$ cat src/rtl/audio_level_sequencer.sv
// audio_level_sequencer: windowed peak meter draining the audio-in FIFO into a 0-9 level.
// Define AUDIO_LEVEL_DECAY_EN for peak-hold ballistics (level falls one step per window).
module audio_level_sequencer #(
  parameter int WINDOW_SAMPLES = 48000
) (
  input  logic        CLOCK_50,
  input  logic        reset_n,
  input  logic        enable,
  input  logic        audio_in_available,
  input  logic [31:0] left_channel_audio_in,
  output logic        read_audio_in,
  output logic [3:0]  level,
  output logic        level_valid,
  output logic        busy
);
  typedef enum logic [2:0] {IDLE, WAIT, POP, ACCUM, PUBLISH} state_t;
  localparam logic [19:0] WIN = 20'(WINDOW_SAMPLES);
  state_t state, state_nx;
  logic [31:0] sample, peak, mag;
  logic [19:0] count;
  logic [3:0] lvl, level_nx, level_r;
  always_comb begin
    state_nx = state;
    case (state)
      IDLE:    state_nx = enable ? WAIT : IDLE;
      WAIT:    state_nx = !enable ? IDLE : audio_in_available ? POP : WAIT;
      POP:     state_nx = ACCUM;
      ACCUM:   state_nx = (count + 20'd1 == WIN) ? PUBLISH : WAIT;
      PUBLISH: state_nx = enable ? WAIT : IDLE;
      default: state_nx = IDLE;
    endcase
  end
  always_comb begin
    mag = !sample[31] ? sample : (sample == 32'h8000_0000) ? 32'h7fff_ffff : -sample;
    lvl = '0;
    for (int k = 1; k <= 9; k++) lvl = lvl + 4'(peak >= (32'd1 << (12 + 2 * k)));
`ifdef AUDIO_LEVEL_DECAY_EN
    level_nx = (lvl >= level_r) ? lvl : level_r - 4'd1;
`else
    level_nx = lvl;
`endif
  end
  // level is shown during the strobe cycle itself, then held in level_r
  assign read_audio_in = state == POP;
  assign level_valid   = state == PUBLISH;
  assign busy          = (state == WAIT && count != '0) || state == POP || state == ACCUM;
  assign level         = level_valid ? level_nx : level_r;
  always_ff @(posedge CLOCK_50 or negedge reset_n)
    if (!reset_n) begin
      state   <= IDLE;
      sample  <= '0;
      peak    <= '0;
      count   <= '0;
      level_r <= '0;
    end else begin
      state <= state_nx;
      if (state == POP) sample <= left_channel_audio_in;
      if (state == ACCUM) begin
        peak  <= (mag > peak) ? mag : peak;
        count <= count + 20'd1;
      end
      if (state == IDLE || state == PUBLISH) begin
        peak  <= '0;
        count <= '0;
      end
      if (state == PUBLISH) level_r <= level_nx;
    end
endmodule

$ cat config.mk
export PLATFORM = sky130hd
export DESIGN_NAME = audio_level_sequencer
export DESIGN_NICKNAME = d
export VERILOG_FILES = /design/src/rtl/audio_level_sequencer.sv
export SDC_FILE = /design/constraint.sdc
export NUM_CORES = 1
export LEC_CHECK = 0
export ABC_AREA = 0
export ABC_CLOCK_PERIOD_IN_PS = 10200
export CORE_AREA = 2 2 83 124
export CTS_BUF_LIST = sky130_fd_sc_hd__clkbuf_4 sky130_fd_sc_hd__clkbuf_8 sky130_fd_sc_hd__clkbuf_16
export DETAILED_ROUTE_END_ITERATION = 12
export DIE_AREA = 0 0 85 126
export HOLD_SLACK_MARGIN = 0.08
export PLACE_DENSITY = 0.95
export SLEW_MARGIN = 10
export SYNTH_ARGS = -nofsm -noshare
export SYNTH_HDL_FRONTEND = slang
export SYNTH_SLANG_ARGS = --single-unit
$ cat constraint.sdc
create_clock -name CLOCK_50 -period 10.2 [get_ports CLOCK_50]
set_input_delay 1.53 -clock CLOCK_50 [delete_from_list [all_inputs] [get_ports CLOCK_50]]
set_output_delay 1.53 -clock CLOCK_50 [all_outputs]
set_load 0.05 [all_outputs]
* Word-level counts from Yosys, hierarchy flattened
Index checks and enable logic that the tools add are counted.
Word-level totals: bits of input ports 36, register bits after elaboration 91, output and inout bits 7
Cells by class: eq/ne operators 6, muxes and demuxes 13, $add $sub $neg 10, reductions and logical operators 10, magnitude comparators 10
Operator list (number):
- $mux 32 | 5
- $mux 20 | 2
- $eq 32x32->1 const B | 1
- $ge 32x15->1 const B | 1
- $ge 32x17->1 const B | 1
- $ge 32x19->1 const B | 1
- $ge 32x21->1 const B | 1
- $ge 32x23->1 const B | 1
- $ge 32x25->1 const B | 1
- $ge 32x27->1 const B | 1
- $ge 32x29->1 const B | 1
- $ge 32x31->1 const B | 1
- $gt 32x32->1 | 1
- $neg 32->32 | 1
- $add 20x1->20 const B | 1
- $add 4x1->4 | 5
- $eq 20x16->1 const B | 1
- $reduce_bool 20->1 | 1
- $pmux 3 s4 | 1
- $eq 3x2->1 const B | 2
- $add 3x1->4 | 1
- $mux 2 | 2
- $mux 4 | 1
- $reduce_bool 2->1 | 2
- other kinds (11) | 13

* Logic depth before layout (Yosys ltp)
depth in word-level cells 10, mapped depth 16, mapped depth without buffers 16

* Worst setup path after synthesis
OpenSTA, ideal clock, no wires.
kind register to output, start point reg peak[31], end point out level[1], required time 8.670 ns, setup slack 2.632 ns, stages on the path, launching flop included 16, arrival time 6.038 ns, path through dfrtp_1 > nor4_2 > nand4_1 > or3_1 > or3_1 > or3_1 > or3_1 > fa_1 > inv_1 > fa_1 > fa_1 > inv_1 > fa_1 > inv_1 > fa_1 > o21ai_0
On the way: longest elaborated chain between the ends 10, elaborated cells on any way between the ends 18, classes of those cells add/sub (8); order compare (9); mux (1)
Ends and longest elaborated chain:
- start: declaration | RTL line 19 | logic [31:0] sample, peak, mag;
- start signal: assignment | RTL line 59 | peak <= (mag > peak) ? mag : peak;
- $ge 32x15->1 or $ge 32x17->1 (tied branches) | RTL line 36 | for (int k = 1; k <= 9; k++) lvl = lvl + 4'(peak >= (32'd1 << (12 + 2 * k)));
- $add 1x1->2 | RTL line 36
- $add 2x1->3 | RTL line 36
- $add 3x1->4 | RTL line 36
- $add 4x1->4 (4 in series) | RTL line 36
- $add 4x1->4 (*) | RTL line 36
- $mux 4 (*) | RTL line 47 | assign level = level_valid ? level_nx : level_r;
- end: declaration | RTL line 12 | output logic [3:0] level,
Every way passes the cells marked *; elsewhere a longest branch is shown, timed or not.

* Worst setup path after layout
Ends and elaborated chain as after synthesis.

==> impl_metrics.tcl <==
set metrics [dict create \
    status "completed" \
    drtPass1Iterations 5 \
    crit_path_end_kind "output pin" \
    wl_per_cell_um 17.8 \
    cts_root_buf "clkbuf_16" \
    rsz0062_at_grt "false" \
    drcViolationCount 0 \
    relSlewSlack 0.259 \
    path_clk_slew_ns 0.07 \
    synth.area.top_cells "dfrtp_1, mux2_2, ha_1" \
    overflow 0 \
    nets 757 \
    yosys_register_bits 91 \
    antenna_found_initial 0 \
    async_reset_ff_frac 1.00 \
    tightestPinTransition_ns 1.11 \
    period_share 0.826 \
    fin_skew_ns 0.00566 \
    use_met1 0.310 \
    cts.path.max_buffers 2 \
    netlist_instances 655 \
    fin_crit_ns 8.42 \
    drv_cap 0 \
    area_growth_pct 12.7 \
    synth_nets 733 \
    final_util 0.705 \
    grtUsageMet2 0.504 \
    die_h_um 126 \
    die-area_um2 10700 \
    cts_resized 0 \
    clock_latency_ns 0.35 \
    setup_viol_count_final 0 \
    synth_top_area_share 0.378 \
    hp-class "reg -> reg" \
    ant_nets 0 \
    synth_ff_type "dfrtp_1" \
    grt_pass1_vias 5481 \
    use_met3 0.0524 \
    die_w_um 85 \
    netlist_area_um2 6030 \
    core_area_um2 9630 \
    grt_max_degree 88 \
    n_antenna_cell 0 \
    start_util 0.626 \
    fp-row-count 44 \
    yosysUniqueCellTypes 56 \
    busiest_layer "met2" \
    ys_seq_area_frac 0.378 \
    ir_drop_uv 273 \
    yosysTopAreaCell "dfrtp_1" \
    cts_max_level 3 \
    vias 5211 \
    gp_congestion 0.873 \
    grt_usage 0.281 \
    hold_path_depth 2 \
    path_class "reg -> out" \
    port_buffers 42 \
    cp.arrival_ns 6.89 \
    ctsHoldBuffers 0 \
    drt_iter0_drc 337 \
    post-cts-setup-buffers 0 \
    powerDensity_nw_per_um2 374 \
    rr_worst_depth 15 \
    synth_edf_count 0 \
    ios 43 \
    cts_buffers 9 \
    avgViaCountPerCell 6.52 \
    slew_viol_final 0 \
    startpoint_type "register" \
    max_freq_mhz 119 \
    grt_first_pass_wirelength_um 24600 \
    tns_ns 0 \
    wl_um 14300 \
    synth_warnings 0 \
    final_layout_size_suffix_gt1_frac 0.146 \
    p_leak_nw 2.96 \
    dp_hpwl_um 10100 \
    clock_sinks 91 \
    crit_required_ns 8.67 \
    cts_tree "done" \
    hold_violations 0 \
    cp_max_fo 4 \
    syn_avg_cell_area_um2 9.20 \
]
==> area by class of cell <==
class                           instances  area [um^2]
Multi-Input combinational cell        481         3450
Fill cell                             611         2840
Sequential cell                        91         2280
Timing Repair Buffer                   48          463
Clock buffer                            9          225
Inverter                               48          180
Tap cell                              115          144
Clock inverter                          7         57.6
==> critical path, stage by stage, from the launching register on <==
cell,delay (ns)
dfrtp_1,0.42
nor4_2,0.59
nand4_1,0.26
or3_1,0.42
or3_1,0.37
or3_1,0.37
or3_1,0.35
fa_1,0.55
inv_1,0.06
fa_1,0.50
fa_1,0.55
inv_1,0.06
fa_1,0.44
inv_1,0.09
fa_1,0.42
o21ai_0,0.24
clkdlybuf4s50_1,0.86
==> Yosys cell counts (all sizes together), types with 3 or more instances <==
cell / count
o31ai: 13
mux2: 61
xor2: 20
buf: 3
and2: 6
o21a: 3
inv: 48
nor2: 60
clkbuf: 32
or3: 13
nor3b: 3
o31a: 3
xnor2: 5
nand2b: 3
nand4: 15
nand2: 50
ha: 37
nor4: 14
or2: 6
a21oi: 29
a31oi: 8
or4: 6
o41ai: 7
dfrtp: 91
and3: 7
fa: 5
nor3: 8
mux2i: 3
nand3: 17
o21ai: 51
nand4b: 3
==> path summary, 6_finish.rpt <==
| path | startpoint | end | slack (ns) |
|---|---|---|---|
| setup reg to reg | peak[31] | level_r[1] | 4.41 |
| min in group asynchronous | reset_n | level_r[0] | 0.97 |
| setup / recovery | peak[31] | level[1] | 1.78 |
| max in group asynchronous | reset_n | peak[11] | 7.94 |
| hold / removal | level_r[2] | level_r[2] | 0.50 |
| hold reg to reg | level_r[2] | level_r[2] | 0.50 |
==> kinds of logic after synthesis <==
group           Yosys count  share of synthesized area
buf+inv                  83                     0.0523
simple gates            218                      0.185
flops                    91                      0.378
compound gates          132                      0.136
fa+ha+maj                42                     0.0934
xor+xnor                 25                     0.0363
mux                      64                      0.119
==> cells in the final DEF, fill, tap and decap left out, types with 5 or more instances in the layout <==
master	netlist	final
o31ai_1	13	13
inv_6	0	5
nand2_1	50	50
mux2_2	56	56
dfrtp_1	91	91
nand3_1	17	17
nand4_1	15	15
a31oi_1	8	8
buf_4	0	7
and2_1	6	6
xnor2_1	5	5
o21ai_0	51	51
a21oi_1	29	29
ha_1	37	37
and3_1	7	7
clkdlybuf4s50_1	0	41
o41ai_1	7	7
nor2_1	60	58
inv_1	48	48
fa_1	5	5
xor2_1	20	20
mux2_1	5	5
or3_1	11	11
nor3_1	8	8
or2_2	5	5
nor4_1	12	12
clkbuf_16	0	9
==> sequential cells by signal, summed over array words and instances, names as in the netlist <==
register / flops
count: 20
level_r: 4
peak: 32
sample: 32
state: 3
==> stage by stage <==
| step | std cells | hold slack (ns) | setup WS [ns] | total power, mW | area, um^2 |
|---|---|---|---|---|---|
| floorplan | 655 | 0.487 | 2.63 | 1.77 | 6030 |
| global placement | 783 | 0.477 | 2.50 | 2.01 | 6510 |
| detailed placement | 783 | 0.490 | 2.22 | 2.17 | 6510 |
| CTS | 799 | 0.506 | 1.82 | 2.51 | 6800 |
| global route | 799 | 0.543 | 1.57 | 2.77 | 6800 |
| finish | 799 | 0.501 | 1.78 | 2.54 | 6800 |
==> metal layers <==
layer	part of all wire	routed length (um)
met1	0.37	5260
met2	0.54	7730
met3	0.050	708
met4	0.039	552
met5	0	0
==> power breakdown <==
group / total [mW] / switching (mW) / leakage (nW) / internal [mW]
registers: 0.623 / 0.142 / 1.19 / 0.481
logic: 1.59 / 0.888 / 1.63 / 0.705
clock network: 0.322 / 0.153 / 0.142 / 0.170
total: 2.54 / 1.18 / 2.96 / 1.36
(Power assumes the default switching activity.)
